--- config.mk ---
export PLATFORM = sky130hd
export DESIGN_NAME = timer_counter_flat
export DESIGN_NICKNAME = d
export VERILOG_FILES = /design/src/rtl/timer_counter_pkg.sv /design/src/rtl/timer_counter_if.sv /design/src/rtl/timer_counter.sv /design/src/flat_wrapper.sv
export SDC_FILE = /design/constraint.sdc
export NUM_CORES = 1
export LEC_CHECK = 0
export ABC_CLOCK_PERIOD_IN_PS = 2750
export BUFFER_PORTS_ARGS = -buffer_cell sky130_fd_sc_hd__buf_2
export CAP_MARGIN = 30
export CELL_PAD_IN_SITES_DETAIL_PLACEMENT = 1
export CELL_PAD_IN_SITES_GLOBAL_PLACEMENT = 2
export CORE_MARGIN = 5
export CORE_UTILIZATION = 30
export DETAILED_ROUTE_END_ITERATION = 10
export MAX_ROUTING_LAYER = met4
export PLACE_DENSITY = 0.9
export RECOVER_POWER = 100
export REMOVE_ABC_BUFFERS = 1
export SLEW_MARGIN = 20
export SYNTH_ARGS = -nofsm -noshare
export SYNTH_HDL_FRONTEND = slang
export SYNTH_SLANG_ARGS = --single-unit
--- constraint.sdc ---
create_clock -name clk -period 2.75 [get_ports clk]
set_input_delay 0.275 -clock clk [delete_from_list [all_inputs] [get_ports clk]]
set_output_delay 0.275 -clock clk [all_outputs]
set_load 0.01 [all_outputs]
--- src/rtl/timer_counter_pkg.sv ---
// Shared constants for the memory-mapped timer: register offsets, CTRL field positions,
// mode encodings and FSM state encodings.
package timer_counter_pkg;

  localparam logic [1:0] RegCtrl   = 2'd0;
  localparam logic [1:0] RegPreset = 2'd1;
  localparam logic [1:0] RegCount  = 2'd2;

  localparam int unsigned CtrlEn     = 0;
  localparam int unsigned CtrlModeLo = 1;
  localparam int unsigned CtrlModeHi = 2;
  localparam int unsigned CtrlIm     = 3;

  localparam logic [1:0] ModeReload = 2'd1;

  localparam logic [1:0] StIdle = 2'd0;
  localparam logic [1:0] StLoad = 2'd1;
  localparam logic [1:0] StCnt  = 2'd2;
  localparam logic [1:0] StInt  = 2'd3;

  // Encodings 2 and 3 fall back to one-shot.
  function automatic logic isReload(input logic [1:0] mode);
    return mode == ModeReload;
  endfunction

endpackage

--- src/rtl/timer_counter_if.sv ---
// CPU-side data bus of the timer: word access decoded on addr[3:2], plus the level irq to CP0.
interface timer_counter_if #(
  parameter int unsigned WIDTH = 32
);
  logic [31:0]      addr;
  logic             we;
  logic [WIDTH-1:0] wd;
  logic [WIDTH-1:0] rd;
  logic             irq;

  modport master (output addr, we, wd, input rd, irq);
  modport slave  (input addr, we, wd, output rd, irq);
endinterface

--- src/rtl/timer_counter.sv ---
// Down-counting timer with CTRL/PRESET/COUNT registers, one-shot or auto-reload modes and
// a maskable interrupt flag.
module timer_counter
  import timer_counter_pkg::*;
#(
  parameter int unsigned WIDTH     = 32,
  parameter int unsigned CTRL_BITS = 4
) (
  input  logic           clk,
  input  logic           reset,
  timer_counter_if.slave bus
);

  logic [CTRL_BITS-1:0] ctrlQ, ctrlD;
  logic [WIDTH-1:0]     presetQ, presetD;
  logic [WIDTH-1:0]     countQ, countD;
  logic [1:0]           stateQ, stateD;
  logic                 irqFlagQ, irqFlagD;
  logic                 irqSet;

  logic [1:0] regSel;
  logic       ctrlWrite;
  logic       presetWrite;
  logic       enable;
  logic       reload;
  logic       unusedAddr;

  assign regSel      = bus.addr[3:2];
  assign unusedAddr  = ^{bus.addr[31:4], bus.addr[1:0]};
  assign ctrlWrite   = bus.we && (regSel == RegCtrl);
  assign presetWrite = bus.we && (regSel == RegPreset);
  assign enable      = ctrlQ[CtrlEn];
  assign reload      = isReload(ctrlQ[CtrlModeHi:CtrlModeLo]);

  always_comb begin
    stateD   = stateQ;
    countD   = countQ;
    ctrlD    = ctrlQ;
    presetD  = presetQ;
    irqFlagD = irqFlagQ;
    irqSet   = 1'b0;

    case (stateQ)
      StIdle: if (enable) stateD = StLoad;
      StLoad: begin
        countD = presetQ;
        stateD = StCnt;
      end
      StCnt: begin
        if (!enable) begin
          stateD = StIdle;
        end else if (countQ == '0) begin
          stateD = StInt;
          irqSet = 1'b1;
        end else begin
          countD = countQ - WIDTH'(1);
        end
      end
      StInt: begin
        if (reload) begin
          stateD   = StLoad;
          irqFlagD = 1'b0;
        end else begin
          stateD        = StIdle;
          ctrlD[CtrlEn] = 1'b0;
        end
      end
      default: stateD = StIdle;
    endcase

    // A CPU write to CTRL overrides the FSM's En clear; a same-edge flag set beats the clear.
    if (ctrlWrite) begin
      ctrlD    = bus.wd[CTRL_BITS-1:0];
      irqFlagD = 1'b0;
    end
    if (presetWrite) presetD = bus.wd;
    if (irqSet) irqFlagD = 1'b1;
  end

  always_ff @(posedge clk) begin
    if (reset) begin
      ctrlQ    <= '0;
      presetQ  <= '0;
      countQ   <= '0;
      stateQ   <= StIdle;
      irqFlagQ <= 1'b0;
    end else begin
      ctrlQ    <= ctrlD;
      presetQ  <= presetD;
      countQ   <= countD;
      stateQ   <= stateD;
      irqFlagQ <= irqFlagD;
    end
  end

  always_comb begin
    case (regSel)
      RegCtrl:   bus.rd = WIDTH'(ctrlQ);
      RegPreset: bus.rd = presetQ;
      RegCount:  bus.rd = countQ;
      default:   bus.rd = '0;
    endcase
  end

  assign bus.irq = irqFlagQ & ctrlQ[CtrlIm];

endmodule

--- src/flat_wrapper.sv ---
// flat-port wrapper written by rule: the top's interface ports become plain ports
module timer_counter_flat import timer_counter_pkg::*;
#(
  parameter int unsigned WIDTH     = 32,
  parameter int unsigned CTRL_BITS = 4
)
  (clk, reset, bus_addr, bus_we, bus_wd, bus_rd, bus_irq);
  timer_counter_if #(.WIDTH(WIDTH)) bus_i ();
  input  logic clk;
  input  logic reset;
  input wire logic [$bits(bus_i.addr)-1:0] bus_addr;
  input wire logic [$bits(bus_i.we)-1:0] bus_we;
  input wire logic [$bits(bus_i.wd)-1:0] bus_wd;
  output wire logic [$bits(bus_i.rd)-1:0] bus_rd;
  output wire logic [$bits(bus_i.irq)-1:0] bus_irq;
  assign bus_i.addr = bus_addr;
  assign bus_i.we = bus_we;
  assign bus_i.wd = bus_wd;
  assign bus_rd = bus_i.rd;
  assign bus_irq = bus_i.irq;
  timer_counter #(.WIDTH(WIDTH), .CTRL_BITS(CTRL_BITS)) u_core (.clk(clk), .reset(reset), .bus(bus_i));
endmodule
After elaboration in Yosys (flattened, before gate mapping) --
Index checks and enable logic that the tools add are counted.
Word-level totals: register bits 71, bits of input ports 67, output and inout bits 33
Cells by class: add/sub/neg operators 1, eq/ne operators 11, multiplexer cells 19, bitwise gates (word level) 1, reductions and logical operators 13
Operators by type and width (number):
- $pmux W32 S3 | 1
- $mux W32 | 2
- $pmux W32 S2 | 1
- $logic_not A32 Y1 | 1
- $sub A32 B1 Y32 const B | 1
- $mux W1 | 11
- $pmux W2 S4 | 1
- $eq A2 B1 Y1 const B | 3
- $eq A2 B2 Y1 const B | 3
- $mux W2 | 3
- $ne A2 B1 Y1 const B | 3
- $reduce_and A2 Y1 | 3
- $reduce_bool A3 Y1 | 2
- $logic_not A2 Y1 | 2
- $reduce_bool A2 Y1 | 2
- $ne A3 B3 Y1 const B | 1
- $reduce_and A3 Y1 | 1
- $logic_and A1 B1 Y1 | 2
- $ne A2 B2 Y1 const B | 1
- $and A1 B1 Y1 | 1

Longest topological paths before layout --
Gate-level depths: netlist (run 1).
word-level depth 6, gate-level depth with buffers 9, mapped depth without buffers 7

Worst setup path after synthesis (run 1) --
No wires, ideal clock.
path type register to register, start register u_core.countQ[0], end register u_core.countQ[28], setup time 0.117 ns, data arrival time 2.133 ns, path slack 0.500 ns, cell stages (with the launch flop) 8, buffers on the path 0, cells stage by stage dfxtp_1 -> inv_1 -> ha_1 -> nor4b_1 -> nand4_4 -> or2_4 -> or4_1 -> a32o_1
On the way: longest elaborated chain between the ends 4, elaborated cells between the ends (all ways) 7
RTL lines:
- from (decl) | RTL line timer_counter.sv:16 | logic [WIDTH-1:0] countQ, countD;
- from (signal assigned) | RTL line timer_counter.sv:90 | countQ <= countD;
- $sub A32 B1 Y32 | RTL line timer_counter.sv:56 | countD = countQ - WIDTH'(1);
- $mux W32 | RTL line timer_counter.sv:52 | end else if (countQ == '0) begin
- $mux W32 | RTL line timer_counter.sv:50 | if (!enable) begin
- $pmux W32 S2 | RTL line timer_counter.sv:43 | case (stateQ)
Parallel ways exist; a longest one is shown, timed or not. The select of a mux whose other input is x is not followed. A chain may end at the register's enable or synchronous reset.

Final worst setup path (run 1) --
start register u_core.countQ[0], end register u_core.countQ[20]
Same word-level chain as after synthesis.

==> metrics.txt, run 1 <==
status finished, final reports clean; Rows 43; MaxCap Viol Count 0; Critical Path, Cell by Cell inv_1 > ha_1 > clkbuf_1 > nor4b_1 > and4_1 > a31oi_1 > or3_1 > a21oi_1; Post-Syn Instances 540; Resize count post-CTS 0; fin. max-slew vios 0; post-detail-place hpwl 9850 µm; area grow syn2layout 20.1%; internal power 2480 µW; post-CTS setup repair buffer count 0; Syn Area/Cell approximately 7.7 µm²; sw frac 39.8%; Ys Warns 0; CP Class reg2reg; hold_buf cts 0; synth top area cells dfxtp_1, nand2_1, a21oi_1; antenna violations before repair 0; Port Buffers between 60 and 70; Slew @ Worst Pin 1.14 ns; core area 13700 µm²; fin crit period 2.52 ns; die width 128 µm; Max Freq 397 MHz; setup violators final 0; DR WL/cell 18.1 µm; clock power share between 20 and 30%; crit-path max cell delay 0.46 ns; number of synthesized flops with an enable pin 0; routability cong. 0.844; worst skew pair latency 0.33 ns; hold crit path type in2reg; post-synthesis sequential area ratio 34.2%; ratio of cells with drive above 1 in the final layout 14.3%; first-pass GRT wire length ~24000 µm; Sw Pwr approximately 1600 µW; WHS 0.177 ns; Synth top area share 34.2%; Leak 0.00175 µW; clock sinks 71; Final Cycle Share just over 90%; via count 4305; Synth Register Bits 71; endpoint type of the worst setup path flip-flop; power per cell area 824 nW/µm²; WL final about 14000 µm; post-route ant nets 0; CTS buffer count 9; Worst VDD drop 0.320 mV; H-tree Lvls 3; count of cell types in the netlist 55; drt initial violations 231; # IOs 100; share of flip-flops with an asynchronous set or reset 0%; residual DRC count 0; Worst Setup Start Kind flip-flop; Mapped Area 4160 µm²; CP bufs+invs 2; GR Util All Layers 18.3%; Clk Tree Root Cell clkbuf_16; fin util a little over a third; Max Clock Skew 0.00436 ns; Max-Slew Margin vs Limit 24.0%; RSZ-0062 raised after global routing no; Die Height 128 µm; crit path DAT 2.77 ns; pin count of the biggest net entering global routing 34; post-route cell area 4990 µm²; # nets final 670; cell family contributing the most delay on the critical path simple AND/OR/NAND/NOR gates; Placed Area between 4000 and 5000 µm²; Initial Utilization 30.3%; average vias per placed instance 5.50; CP max stage cell nor4b_1; clock-pin slew on the worst setup and hold paths roughly 0.06 ns; CTS max path bufs 2; Synth area leader dfxtp_1; CTS tree done; Data required, critical path 3.00 ns; number of global-route vias before repair between 4000 and 5000; CP Max Fanout 7; DR pass1 iterations 4; Top FF cell, synth dfxtp_1; number of diodes 0; part of the power in combinational logic 41.6%; GRT overflow 0; Reg power frac 28.8%; Die Footprint 16300 µm²; Fin. Hold Viols 0
[cell type report]
| cell class | instances | area (µm²) |
|---|---|---|
| Fill cell | 1708 | 8730 |
| Clock buffer | 13 | 270 |
| Clock inverter | 3 | 40.0 |
| Tap cell | 180 | 225 |
| Inverter | 13 | 48.8 |
| Multi-Input combinational cell | 409 | 2490 |
| Timing Repair Buffer | 94 | 498 |
| Sequential cell | 71 | 1420 |
[synth_stat cells (all sizes together), types with 2 or more instances]
cell      n
o21ai    14
and2      4
or3       7
nand4     4
nand2b   17
nor2     21
o2bb2ai   2
nor3     29
a21boi    3
nand3    11
or4       5
nor4b     2
a21oi    67
and3      6
nor4      6
a211o     2
ha        5
a211oi    4
o31ai     7
a32o      5
o32ai    17
mux2i     7
nand3b    4
dfxtp    71
nor2b     6
o31a      5
and4      3
nand2    96
inv      13
a22o     28
clkbuf   38
or2       3
a31oi     8
buf       9
o2111ai   2
[cell usage in the layout, fill, tap and decap left out, types with 12 or more instances in the layout]
master / instances
nand2_1: 96
dfxtp_1: 71
a21oi_1: 67
clkbuf_1: 37
buf_2: 37
a22o_1: 28
nor3_1: 27
nor2_1: 21
nand2b_1: 17
o32ai_1: 17
buf_4: 17
inv_1: 13
o21ai_0: 12
[path summary, 6_finish.rpt]
kind,startpoint,endpoint,slack (ns),depth (start not counted)
worst max-delay path,u_core.countQ[0],u_core.countQ[20],0.23,8
worst min-delay path,bus_wd[16],u_core.presetQ[16],0.18,3
worst max register to register,u_core.countQ[0],u_core.countQ[20],0.23,8
worst min register to register,u_core.presetQ[30],u_core.presetQ[30],0.47,2
[cells by family (layout without fill, tap and decap cells)]
family	count (synthesis)	in the layout	synth area share, %
AO/OA/AOI/OAI	171	171	28.2
adder cells (fa/ha/maj)	5	5	1.51
buffers and inverters	60	123	5.96
flip-flops	71	71	34.2
multiplexers	7	7	1.69
AND/OR/NAND/NOR	226	226	28.4
[state kept, by name, indices dropped and copies added, names as in the netlist]
name / count
u_core.countQ: 32
u_core.presetQ: 32
u_core.irqFlagQ: 1
u_core.stateQ: 2
u_core.ctrlQ: 4
[power groups by stage]
stage | Clock (µW) | Combinational (µW) | Sequential, µW
2_1_floorplan | 0 | 1100 | 1180
3_3_place_gp | 0 | 1700 | 1200
4_1_cts | 1240 | 1750 | 1180
6_report | 1210 | 1710 | 1190
5_1_grt | 1290 | 1880 | 1200
3_5_place_dp | 0 | 1740 | 1210
[routing by layer]
metal	GRT usage (%)	wire (µm)	vias to the layer above
met5	-	0	-
li1	-	-	2097
met1	23.3	6550	2098
met4	5.99	174	0
met2	29.9	6820	90
met3	2.71	592	20
[per-stage QoR]
step / total power [µW] / instances / worst slack (ns) / TNS, ns
2_1_floorplan: 2280 / 493 / -2.05 / -58.56
3_3_place_gp: 2900 / 767 / 0.400 / 0
3_5_place_dp: 2940 / 767 / 0.325 / 0
4_1_cts: 4170 / 783 / 0.297 / 0
5_1_grt: 4370 / 783 / 0.0674 / 0
6_report: 4110 / 783 / 0.232 / 0
[worst reg2reg max path, cell delays in order, from the launching register on]
cell	delay, ns
dfxtp_1	0.36
inv_1	0.09
ha_1	0.19
clkbuf_1	0.26
nor4b_1	0.46
and4_1	0.45
a31oi_1	0.12
or3_1	0.34
a21oi_1	0.18
(Power assumes the default switching activity.)
==> inputs of run 2 (changes only) <==
ABC_AREA = 1   (was unset)
ABC_CLOCK_PERIOD_IN_PS = 2050   (was 2750)
CAP_MARGIN = 10   (was 30)
CORE_UTILIZATION = 25   (was 30)
PLACE_DENSITY = 0.87   (was 0.9)
clock period = 2.05 ns   (was 2.75 ns; I/O delays follow)
==> run 2 against run 1 <==
Compared with the run above: via count is 5.2% higher; largest cell class unchanged; critical path depth is 4 higher; clock power increased by 45%; synthesized area grew 0.51%; sequential power grew 46%; critical endpoint is now u_core.countQ[15].
==> metrics.txt, run 2 <==
Placed Area 4880 µm² (+2.7%); RSZ-0062 raised after global routing no; adder-cell share of the synthesized area 1.50% (-0.0077 points); hold crit path type in2reg; Die Footprint 19400 µm² (+19%); GR Util All Layers 15.4% (-2.9 points); MaxCap Viol Count 0 (unchanged); mux contribution to synthesized area 0% (-1.7 points); clock power share 25.6% (-3.9 points); Max-Slew Margin vs Limit 26.3% (+2.3 points); Die Height 139 µm (+9.1%); first-pass GRT wire length 23600 µm (-0.49%); CP max stage cell dfxtp_1; status finished, final reports clean; CP Max Fanout 28 (+21); power per cell area 1340 nW/µm² (+63%); Worst path most repeated cell nand2_2; clock-pin slew on the worst setup and hold paths 0.07 ns (about the same); post-detail-place hpwl 10700 µm (+8.9%); part of the power in combinational logic 49.2% (+7.6 points); Max Freq 542 MHz (+36%); via count 4529 (+5.2%); pin count of the biggest net entering global routing 62 (+82%); hold-critical path depth 3 (unchanged); Syn Area/Cell 6.22 µm² (-19%); die width 139 µm (+9.1%); Post-Synth Simple-Gate Area 29.3% (+0.90 points); GRT overflow 0 (unchanged); most numerous cell in the Yosys netlist nand2_1; CP Class reg2reg; average vias per placed instance 4.67 (-15%); largest family of logic cells by synthesized area simple AND/OR/NAND/NOR gates; number of global-route vias before repair 4592 (-1.3%); setup violators final 0 (unchanged); DR pass1 iterations 4 (unchanged); Port Buffers 69 (unchanged); number of synthesized flops with an enable pin 0 (unchanged); synth top area cells dfxtp_1, nand2_1, o21ai_0; hold_buf cts 0 (unchanged); drt initial violations 213 (-7.8%); CTS tree done; final cell count without fillers 970 (+24%); post-synthesis sequential area ratio 34.0% (-0.17 points); post-route cell area 5130 µm² (+2.9%); Top FF cell, synth dfxtp_1; Leak 0.00213 µW (+22%); Top Registers u_core.countQ: 32 flops, u_core.presetQ: 32 flops, u_core.ctrlQ: 4 flops; DR WL/cell 14.7 µm (-19%); Synth area leader dfxtp_1; Fin. Hold Viols 0 (unchanged); Synth top area share 34.0% (-0.17 points); Rows 47 (+9.3%); XOR/XNOR share of the synthesized area 0.419% (+0.42 points); ratio of cells with drive above 1 in the final layout 12.7% (-1.6 points); CTS buffer count 9 (unchanged); Synth top cells by count nand2_1, inv_1, nor2_1; Max Clock Skew 0.0106 ns (+0.00620 ns); core area 16500 µm² (+20%); number of diodes 0 (unchanged); # IOs 100 (unchanged); H-tree Lvls 3 (unchanged); Total Neg Setup Slack 0 ns (unchanged); Sw Pwr 3100 µW (+89%); post-CTS setup repair buffer count 0 (unchanged); Reg power frac 25.2% (-3.6 points); sw frac 44.9% (+5.1 points); CTS max path bufs 2 (unchanged); Critical Path, Cell by Cell inv_1 > ha_1 > nand2_2 > nor2_4 > nand2_2 > nor2_2 > nand2_2 > nand2_2 > nor2_1 > buf_12 > o21ai_0 > nor2_1; worst skew pair latency 0.35 ns (+0.02 ns); Worst Reg2Reg Path Length in Cells 12 (+4); # fillers 2180 (+28%); Mapped Area 4180 µm² (+0.51%); Worst VDD drop 0.532 mV (+66%); Synth Register Bits 71 (unchanged); Resize count post-CTS 0 (unchanged); most frequent cells in the layout nand2_1, inv_1, nor2_1; routability cong. 0.865 (+2.5%); WL final 14200 µm (+0.81%); share of flip-flops with an asynchronous set or reset 0% (unchanged); Compound-Gate Fraction of Synth Area 23.4% (-4.8 points); crit-path max cell delay 0.31 ns (-0.15 ns); fin crit period 1.85 ns (-0.672 ns); count of cell types in the netlist 26 (-53%); Ys Warns 0 (unchanged); commonest non-fill, non-tap cell in the layout nand2_1; fin. max-slew vios 0 (unchanged); residual DRC count 0 (unchanged); post-route ant nets 0 (unchanged); Initial Utilization 25.4% (-4.9 points); placed cell count 954 (+24%); antenna violations before repair 0 (unchanged); clock sinks 71 (unchanged); Slew @ Worst Pin 1.11 ns (-0.0321 ns); area grow syn2layout 22.9%; internal power 3800 µW (+53%); crit path DAT 2.08 ns (-0.69 ns); area occupied by multi-input gates 2270 µm² (-8.7%); Data required, critical path 2.28 ns (-0.72 ns); Clk Tree Root Cell clkbuf_16; endpoint type of the worst setup path flip-flop; Final Cycle Share 90.1% (-1.5 points); Post-Syn Instances 671 (+24%); Worst Setup Start Kind flip-flop; FF+latch area 1420 µm² (unchanged); # nets final 817 (+22%)
-- run 2: cell count changes after synthesis, moves of 25 or more --
cell / previous run / this run
o21ai_0: 12 / 81
o22ai_1: 0 / 29
nand2_1: 96 / 140
nand3_1: 11 / 40
inv_1: 13 / 87
nor2_1: 21 / 86
a22o_1: 28 / 0
nor3_1: 27 / 2
-- run 2: power groups by stage --
| stage | Sequential (µW) | Combinational [µW] | Clock (µW) |
|---|---|---|---|
| floorplan | 1720 | 2260 | 0 |
| global placement | 1760 | 3400 | 0 |
| detailed placement | 1770 | 3450 | 0 |
| CTS | 1740 | 3470 | 1820 |
| global route | 1760 | 3860 | 1870 |
| finish | 1740 | 3390 | 1760 |
-- run 2: layout make-up --
type,count,area share [%]
inverter,87,6.36
clock inverter,6,1.83
tap,220,5.36
multi-input combinational,482,44.2
clock buffer,10,4.65
sequential,71,27.7
timing repair buffer,94,9.87
-- run 2: per-stage QoR --
step / total power (µW) / setup slack (ns) / util, % / hold WS, ns
floorplan: 3980 / -0.272 / - / 0.267
global placement: 5160 / 0.253 / 29.6 / 0.460
detailed placement: 5220 / 0.213 / 29.6 / 0.465
CTS: 7040 / 0.184 / 31.6 / 0.127
global route: 7500 / 0.00762 / 31.2 / 0.142
finish: 6900 / 0.204 / 31.2 / 0.134
-- run 2: final timing paths --
check | to | slack [ns] | from
setup / recovery | u_core.countQ[15] | 0.20 | u_core.countQ[0]
hold / removal | u_core.presetQ[12] | 0.13 | bus_wd[12]
setup reg to reg | u_core.countQ[15] | 0.20 | u_core.countQ[0]
hold reg to reg | u_core.presetQ[23] | 0.47 | u_core.presetQ[23]
-- run 2: kinds of logic after synthesis --
kind of cell	Yosys count
XOR/XNOR	2
AND/OR/NAND/NOR	291
flip-flops	71
AO/OA/AOI/OAI	184
adder cells (fa/ha/maj)	5
buffers and inverters	118
-- run 2: critical path, delay by kind of cell, from the launching register on --
family,cells,cell delay [ns]
and+or+nand+nor,8,0.74
DFF,1,0.31
buffers and inverters,2,0.28
AOI/OAI and AO/OA,1,0.17
adders and majority gates,1,0.21
-- run 2: layer usage --
| layer | global-route usage (%) | up-vias | wire length (µm) |
|---|---|---|---|
| li1 | - | 2338 | - |
| met1 | 19.9 | 2113 | 7030 |
| met2 | 24.8 | 71 | 6670 |
| met3 | 3.43 | 7 | 432 |
| met4 | 3.19 | 0 | 117 |
| met5 | - | - | 0 |
